$ cat config.mk
export PLATFORM = sky130hd
export DESIGN_NAME = c2h_frame_ring_ctrl
export DESIGN_NICKNAME = d
export VERILOG_FILES = /design/src/rtl/c2h_frame_ring_ctrl.sv
export SDC_FILE = /design/constraint.sdc
export NUM_CORES = 1
export LEC_CHECK = 0
export ABC_AREA = 1
export ABC_CLOCK_PERIOD_IN_PS = 3200
export CAP_MARGIN = 20
export CORE_MARGIN = 4
export CORE_UTILIZATION = 39
export CTS_CLUSTER_DIAMETER = 60
export DETAILED_ROUTE_END_ITERATION = 7
export GPL_TIMING_DRIVEN = 1
export PLACE_DENSITY = 0.94
export SKIP_LAST_GASP = 1
export SLEW_MARGIN = 10
export SYNTH_ARGS = -nofsm -noshare
export SYNTH_HDL_FRONTEND = slang
export SYNTH_SLANG_ARGS = --single-unit
$ cat constraint.sdc
create_clock -name s_axi_aclk -period 3.2 [get_ports s_axi_aclk]
set_clock_uncertainty 0.2 [all_clocks]
set_input_delay 0.64 -clock s_axi_aclk [delete_from_list [all_inputs] [get_ports s_axi_aclk]]
set_output_delay 0.64 -clock s_axi_aclk [all_outputs]
set_load 0.1 [all_outputs]
$ cat src/rtl/c2h_frame_ring_ctrl.sv
// c2h_frame_ring_ctrl: C2H DDR frame-ring write-pointer manager; frm_cnt/stall_cnt counters enabled by C2H_FRM_STAT_EN
module c2h_frame_ring_ctrl #(
   parameter logic [31:0] BUF_START = 32'h0000_0000,
   parameter logic [31:0] BUF_END   = 32'h1000_0000,
   parameter logic [31:0] BUF_SIZE  = 32'd2048,
   parameter logic [31:0] FRM_SIZE  = 32'd2048
) (
   input  logic        s_axi_aclk,
   input  logic        s_axi_aresetn,
   input  logic        soft_reset,
   input  logic [31:0] c2h_rd_next,
   output logic [31:0] c2h_wr_next,
   input  logic        frame_avail,
   output logic        cmd_valid,
   input  logic        cmd_ready,
   output logic [31:0] cmd_addr,
   output logic [31:0] cmd_len,
   input  logic        wr_done,
   output logic        ring_full,
   output logic [31:0] frm_cnt,
   output logic [31:0] stall_cnt
);
   typedef enum logic [1:0] {IDLE, ISSUE, WAIT_DONE, ADVANCE} state_t;
   state_t state, state_nx;
   logic [31:0] wr_ptr, next_ptr;
   logic [32:0] sum;
   assign sum       = {1'b0, wr_ptr} + {1'b0, BUF_SIZE};
   assign next_ptr  = (sum >= {1'b0, BUF_END}) ? BUF_START : sum[31:0];
   assign ring_full = next_ptr == c2h_rd_next;
   always_ff @(posedge s_axi_aclk or negedge s_axi_aresetn)
      if (!s_axi_aresetn) begin
         state  <= IDLE;
         wr_ptr <= BUF_START;
      end else if (soft_reset) begin
         state  <= IDLE;
         wr_ptr <= BUF_START;
      end else begin
         state  <= state_nx;
         wr_ptr <= (state == ADVANCE) ? next_ptr : wr_ptr;
      end
   always_comb begin
      state_nx = state;
      case (state)
         IDLE:      state_nx = (frame_avail && !ring_full) ? ISSUE : IDLE;
         ISSUE:     state_nx = cmd_ready ? WAIT_DONE : ISSUE;
         WAIT_DONE: state_nx = wr_done ? ADVANCE : WAIT_DONE;
         default:   state_nx = IDLE;
      endcase
   end
   always_comb begin
      cmd_valid   = state == ISSUE;
      c2h_wr_next = wr_ptr;
      cmd_addr    = wr_ptr;
      cmd_len     = FRM_SIZE;
   end
`ifdef C2H_FRM_STAT_EN
   always_ff @(posedge s_axi_aclk or negedge s_axi_aresetn)
      if (!s_axi_aresetn) begin
         frm_cnt   <= '0;
         stall_cnt <= '0;
      end else if (soft_reset) begin
         frm_cnt   <= '0;
         stall_cnt <= '0;
      end else begin
         frm_cnt   <= (state == ADVANCE) ? frm_cnt + 32'd1 : frm_cnt;
         stall_cnt <= (state == IDLE && frame_avail && ring_full) ? stall_cnt + 32'd1 : stall_cnt;
      end
`else
   assign frm_cnt   = '0;
   assign stall_cnt = '0;
`endif
endmodule
; Word level (Yosys, flattened, before mapping)
; Cells that the tools add are included.
[op_classes]
n_addsub = 1
n_bitwise = 0
muxes = 8
div_mod_pow = 0
multipliers = 0
shifts = 0
n_eq_ne = 4
n_lt_le_gt_ge = 1
reduce_logical = 4
[ops]
columns = op, count
row1 = 32-bit 2-to-1 mux, 3
row2 = 32-bit by 12-bit adder with 33-bit output (second input constant), 1
row3 = 33-bit by 29-bit greater-or-equal comparator with 1-bit output (second input constant), 1
row4 = 32-bit == test, 1
row5 = 2-bit case mux with 3 select lines, 1
row6 = 2-bit == test (second input constant), 2
row7 = 2-bit 2-to-1 mux, 2
row8 = 2-bit by 1-bit == test with 1-bit output (second input constant), 1
row9 = 2-bit zero test, 1
row10 = 1-bit 2-to-1 mux, 2
row11 = 2-bit nonzero test, 1
row12 = 1-bit logical AND, 1
row13 = 1-bit zero test, 1
[word_totals]
ram_bits = 0
n_memories = 0
wordCells = 20
inputBits = 38
regBits = 34
romBits = 0
latchBits = 0

; Longest topological paths before layout
[logic_depth]
depth_word = 9
depth_mapped = 22
depth_no_buf = 21

; Worst setup path after synthesis
; OpenSTA, ideal clock, no wires.
[synth_path]
path_kind = flip-flop to output port
start = reg wr_ptr[11] (netlist: c2h_wr_next[11])
end = out ring_full
slack_ps = -1178
arrival_time_ps = 3538
stages_incl_launch_ff = 20
path_cell_list = dfrtp_1 ha_1 nand2_1 nor2_4 nand3_2 nor2_2 nand3_2 nand2_4 nand2_2 nor2_4 buf_6 buf_6 nand3_1 nand2_1 nand2_1 nor2_1 nand2_1 nor2_1 nand2_1 inv_1
[synth_via]
elab_chain_len = 4
[synth_lines]
columns = item, line_no
row1 = start: declaration, 25  ; logic [31:0] wr_ptr, next_ptr;
row2 = start signal: assignment, 39  ; wr_ptr <= (state == ADVANCE) ? next_ptr : wr_ptr;
row3 = 32-bit by 12-bit adder with 33-bit output *, 27  ; assign sum = {1'b0, wr_ptr} + {1'b0, BUF_SIZE};
row4 = 33-bit by 29-bit greater-or-equal comparator with 1-bit output, 28  ; assign next_ptr = (sum >= {1'b0, BUF_END}) ? BUF_START : sum[31:0];
row5 = 32-bit 2-to-1 mux *, 28
row6 = 32-bit == test *, 29  ; assign ring_full = next_ptr == c2h_rd_next;
row7 = end: declaration, 19  ; output logic ring_full,
; Mark *: on every way between the ends. The rest lies on a longest branch, timed or not.

; Final worst setup path
[layout_path]
start = reg wr_ptr[12] (netlist: c2h_wr_next[12])
end = out ring_full
; Same word-level chain as after synthesis.

==> run_results.csv <==
group,metric,value,unit
yosys,ys_seq_area_share,24.33,%
floorplanning,chipHeight,102.7,um
critical_path,critPathArrivalTime,3.12,ns
floorplanning,dieArea,10550,um^2
cts,ctsRootBufferMaster,"clkbuf_8",
cts,clk_pin_slew,0.08,ns
yosys,synth-main-ff-cell,"dfrtp_1",
layout,diodes,0,
min_path,hold_class,"reg2reg",
grt,grt_pass1_vias,3173,
grt,grt_max_degree,35,
run_status,status,"complete, but fails checks",
timing,min_period,3.955,ns
cts,cts.path.max_buffers,2,
yosys,avgSynthCellArea,6.738,um^2
timing,relSlewSlack,46.12,%
detailed_routing,drt_iter0_markers,213,
yosys,async_flop_share,100.0,%
floorplanning,design.core.area,8721,um^2
power,power_density,299.5,nW/um^2
timing,timing.fmax,252.8,MHz
power,p_leak,2.526,nW
placed_design,place_ws,-0.1524,ns
timing,timing.final.max_slew_violations,0,
placed_design,io_buffers,103,
cts,clock_sinks,34,
timing,period_share,123.6,%
layout,nets,693,
detailed_routing,drtAntennaViolNets,0,
power,total_power,1.408,mW
cts,cts_inserted_buffers,5,
layout,area.sequential,880.8,um^2
run_status,violations,"setup timing",
layout,multiInputGateArea,1861,um^2
yosys,synth-edff-count,0,
detailed_routing,drt-total-wl,11.17,mm
power,vdd_drop_max,0.2798,mV
yosys,ys_ff_latch,34,
timing,rsz0062_at_grt,"true",
timing,worst_slack,-0.7550,ns
critical_path,cp-end-kind,"output pin",
layout,fillers,764,
critical_path,crit_fanout,7,
placed_design,gp_congestion,0.9330,
grt,overflow,0,
yosys,syn-cell-area,3497,um^2
yosys,ys_warn_count,0,
floorplanning,start_util,40.10,%
cts,cts_tree,"built",
timing,worstMarginPinSlew,0.8052,ns
timing,hold_viol,0,
detailed_routing,dr.pass1.iters,7,
critical_path,cp.required,2.36,ns
job,maxCapViolCount,0,
detailed_routing,vias,3561,
yosys,ys_types,31,
layout,drive_above_1_share,30.84,%
critical_path,cp-start-kind,"flip-flop",
timing,setup_viol,1,
grt,antenna_found_initial,0,
detailed_routing,drc_errors,0,
placed_design,hpwl,7.962,mm
grt,grt_pass1_wl,15.24,mm
floorplanning,die_w,102.7,um
layout,layout_commonest_cell,"nand2_1",
layout,final_cell_mix,"nand2_1, buf_4, conb_1, inv_1, nor2_1",
floorplanning,rows,34,
floorplanning,io_pins,200,
yosys,synth_cells,519,
cts,h-tree-depth,2,
detailed_routing,vias_per_cell,4.667,
layout,syn2layout_area_growth,34.42,%
detailed_routing,drt-wirelength-per-cell,14.64,um
critical_path,worstSetupPathType,"reg2out",
grt,grt_usage,18.82,%
cts,clock_latency,0.31,ns
cell families after synthesis:
group,count (synthesis),share of synthesized area (%)
compound gates,28,4.508
buf+inv,200,36.14
xor+xnor,15,3.757
fa+ha+maj,1,0.3577
simple gates,239,30.70
flops,34,24.33
other cells,2,0.2147
layout make-up:
type | instances | share of cell area, %
multi-input combinational | 379 | 39.58
timing repair buffer | 170 | 31.91
sequential | 34 | 18.74
inverter | 64 | 5.190
tap | 108 | 2.875
clock buffer | 8 | 1.703
worst max-delay path, cell delays in order, from the launching register on:
cell and delay (ns):
dfrtp_4 0.44, ha_4 0.15, nand2_4 0.05, nor2_4 0.17, nand3_4 0.12, nor2_4 0.14
nand2_1 0.06, nand2_1 0.08, nand2_2 0.07, nor2_4 0.17, buf_6 0.13, buf_12 0.10
buf_4 0.11, nand3_1 0.08, nand2_1 0.13, nand2_1 0.11, nor2_2 0.14, nand2_1 0.09
nor2_2 0.12, nand2_2 0.08, clkinvlp_4 0.08, buf_12 0.16
repair_timing:
action | CTS | global route
hold endpoints to repair | 0 | 0
pin swaps | 18 | 28
cloned | 2 | 2
hold buffers | 0 | 0
buffers inserted | 6 | 7
resized for setup | 20 | 17
setup endpoints to repair | 1 | 1
flip-flops by register name, indices dropped and copies added (netlist names):
signal       flops
state            2
c2h_wr_next     32
per-layer routing:
layer	vias up	GRT usage [%]	routed length, um
met5	-	0	0
met4	0	8.073	396
met3	51	5.413	1460
met2	246	30.93	5486
met1	1628	22.96	3829
li1	1636	-	-
cell usage after synthesis (all sizes together), types with 2 or more instances:
| library cell | n | area [um^2] |
|---|---|---|
| clkbuf | 2 | 7.510 |
| nand3 | 31 | 170.2 |
| dfrtp | 34 | 850.8 |
| inv | 64 | 240.2 |
| xor2 | 13 | 113.9 |
| nor2 | 53 | 240.2 |
| o21ai | 15 | 75.07 |
| nand2 | 141 | 551.8 |
| buf | 134 | 1016 |
| xnor2 | 2 | 17.52 |
| nand4 | 6 | 37.54 |
| conb | 2 | 7.510 |
| o22ai | 9 | 56.30 |
| nand3b | 6 | 57.56 |
through the flow:
step	util, %	cell area (um^2)	instances	hold slack [ns]	setup TNS [ns]
after floorplan	-	3909	613	0.1444	-0.4413
after global placement	49.30	4299	738	0.3432	-0.07928
after detailed placement	49.30	4299	738	0.3521	-0.1524
after CTS	52.09	4543	754	0.3633	-0.4501
after global routing	53.90	4701	763	0.3964	-0.8867
final	53.90	4701	763	0.3614	-0.7550
where the power goes:
| group | leakage (nW) | switching (mW) | internal [mW] |
|---|---|---|---|
| logic | 2.04 | 0.580 | 0.0686 |
| clock network | 0.0395 | 0.168 | 0.155 |
| registers | 0.443 | 0.00330 | 0.433 |
| total | 2.53 | 0.751 | 0.656 |
final timing paths:
kind | start | end | slack (ns) | depth (start not counted)
worst max-delay path | c2h_wr_next[12]$_DFFE_PN0P_ | ring_full | -0.76 | 21
worst min-delay path | c2h_wr_next[1]$_DFFE_PN0P_ | c2h_wr_next[1]$_DFFE_PN0P_ | 0.36 | 2
worst max register to register | c2h_wr_next[12]$_DFFE_PN0P_ | state[0]$_DFF_PN0_ | 0.10 | 22
worst min register to register | c2h_wr_next[1]$_DFFE_PN0P_ | c2h_wr_next[1]$_DFFE_PN0P_ | 0.36 | 2
max in group asynchronous | s_axi_aresetn | c2h_wr_next[20]$_DFFE_PN0P_ | 1.89 | 2
min in group asynchronous | s_axi_aresetn | c2h_wr_next[11]$_DFFE_PN0P_ | 0.55 | 2
Note: power is estimated with default switching activity, not from simulation.
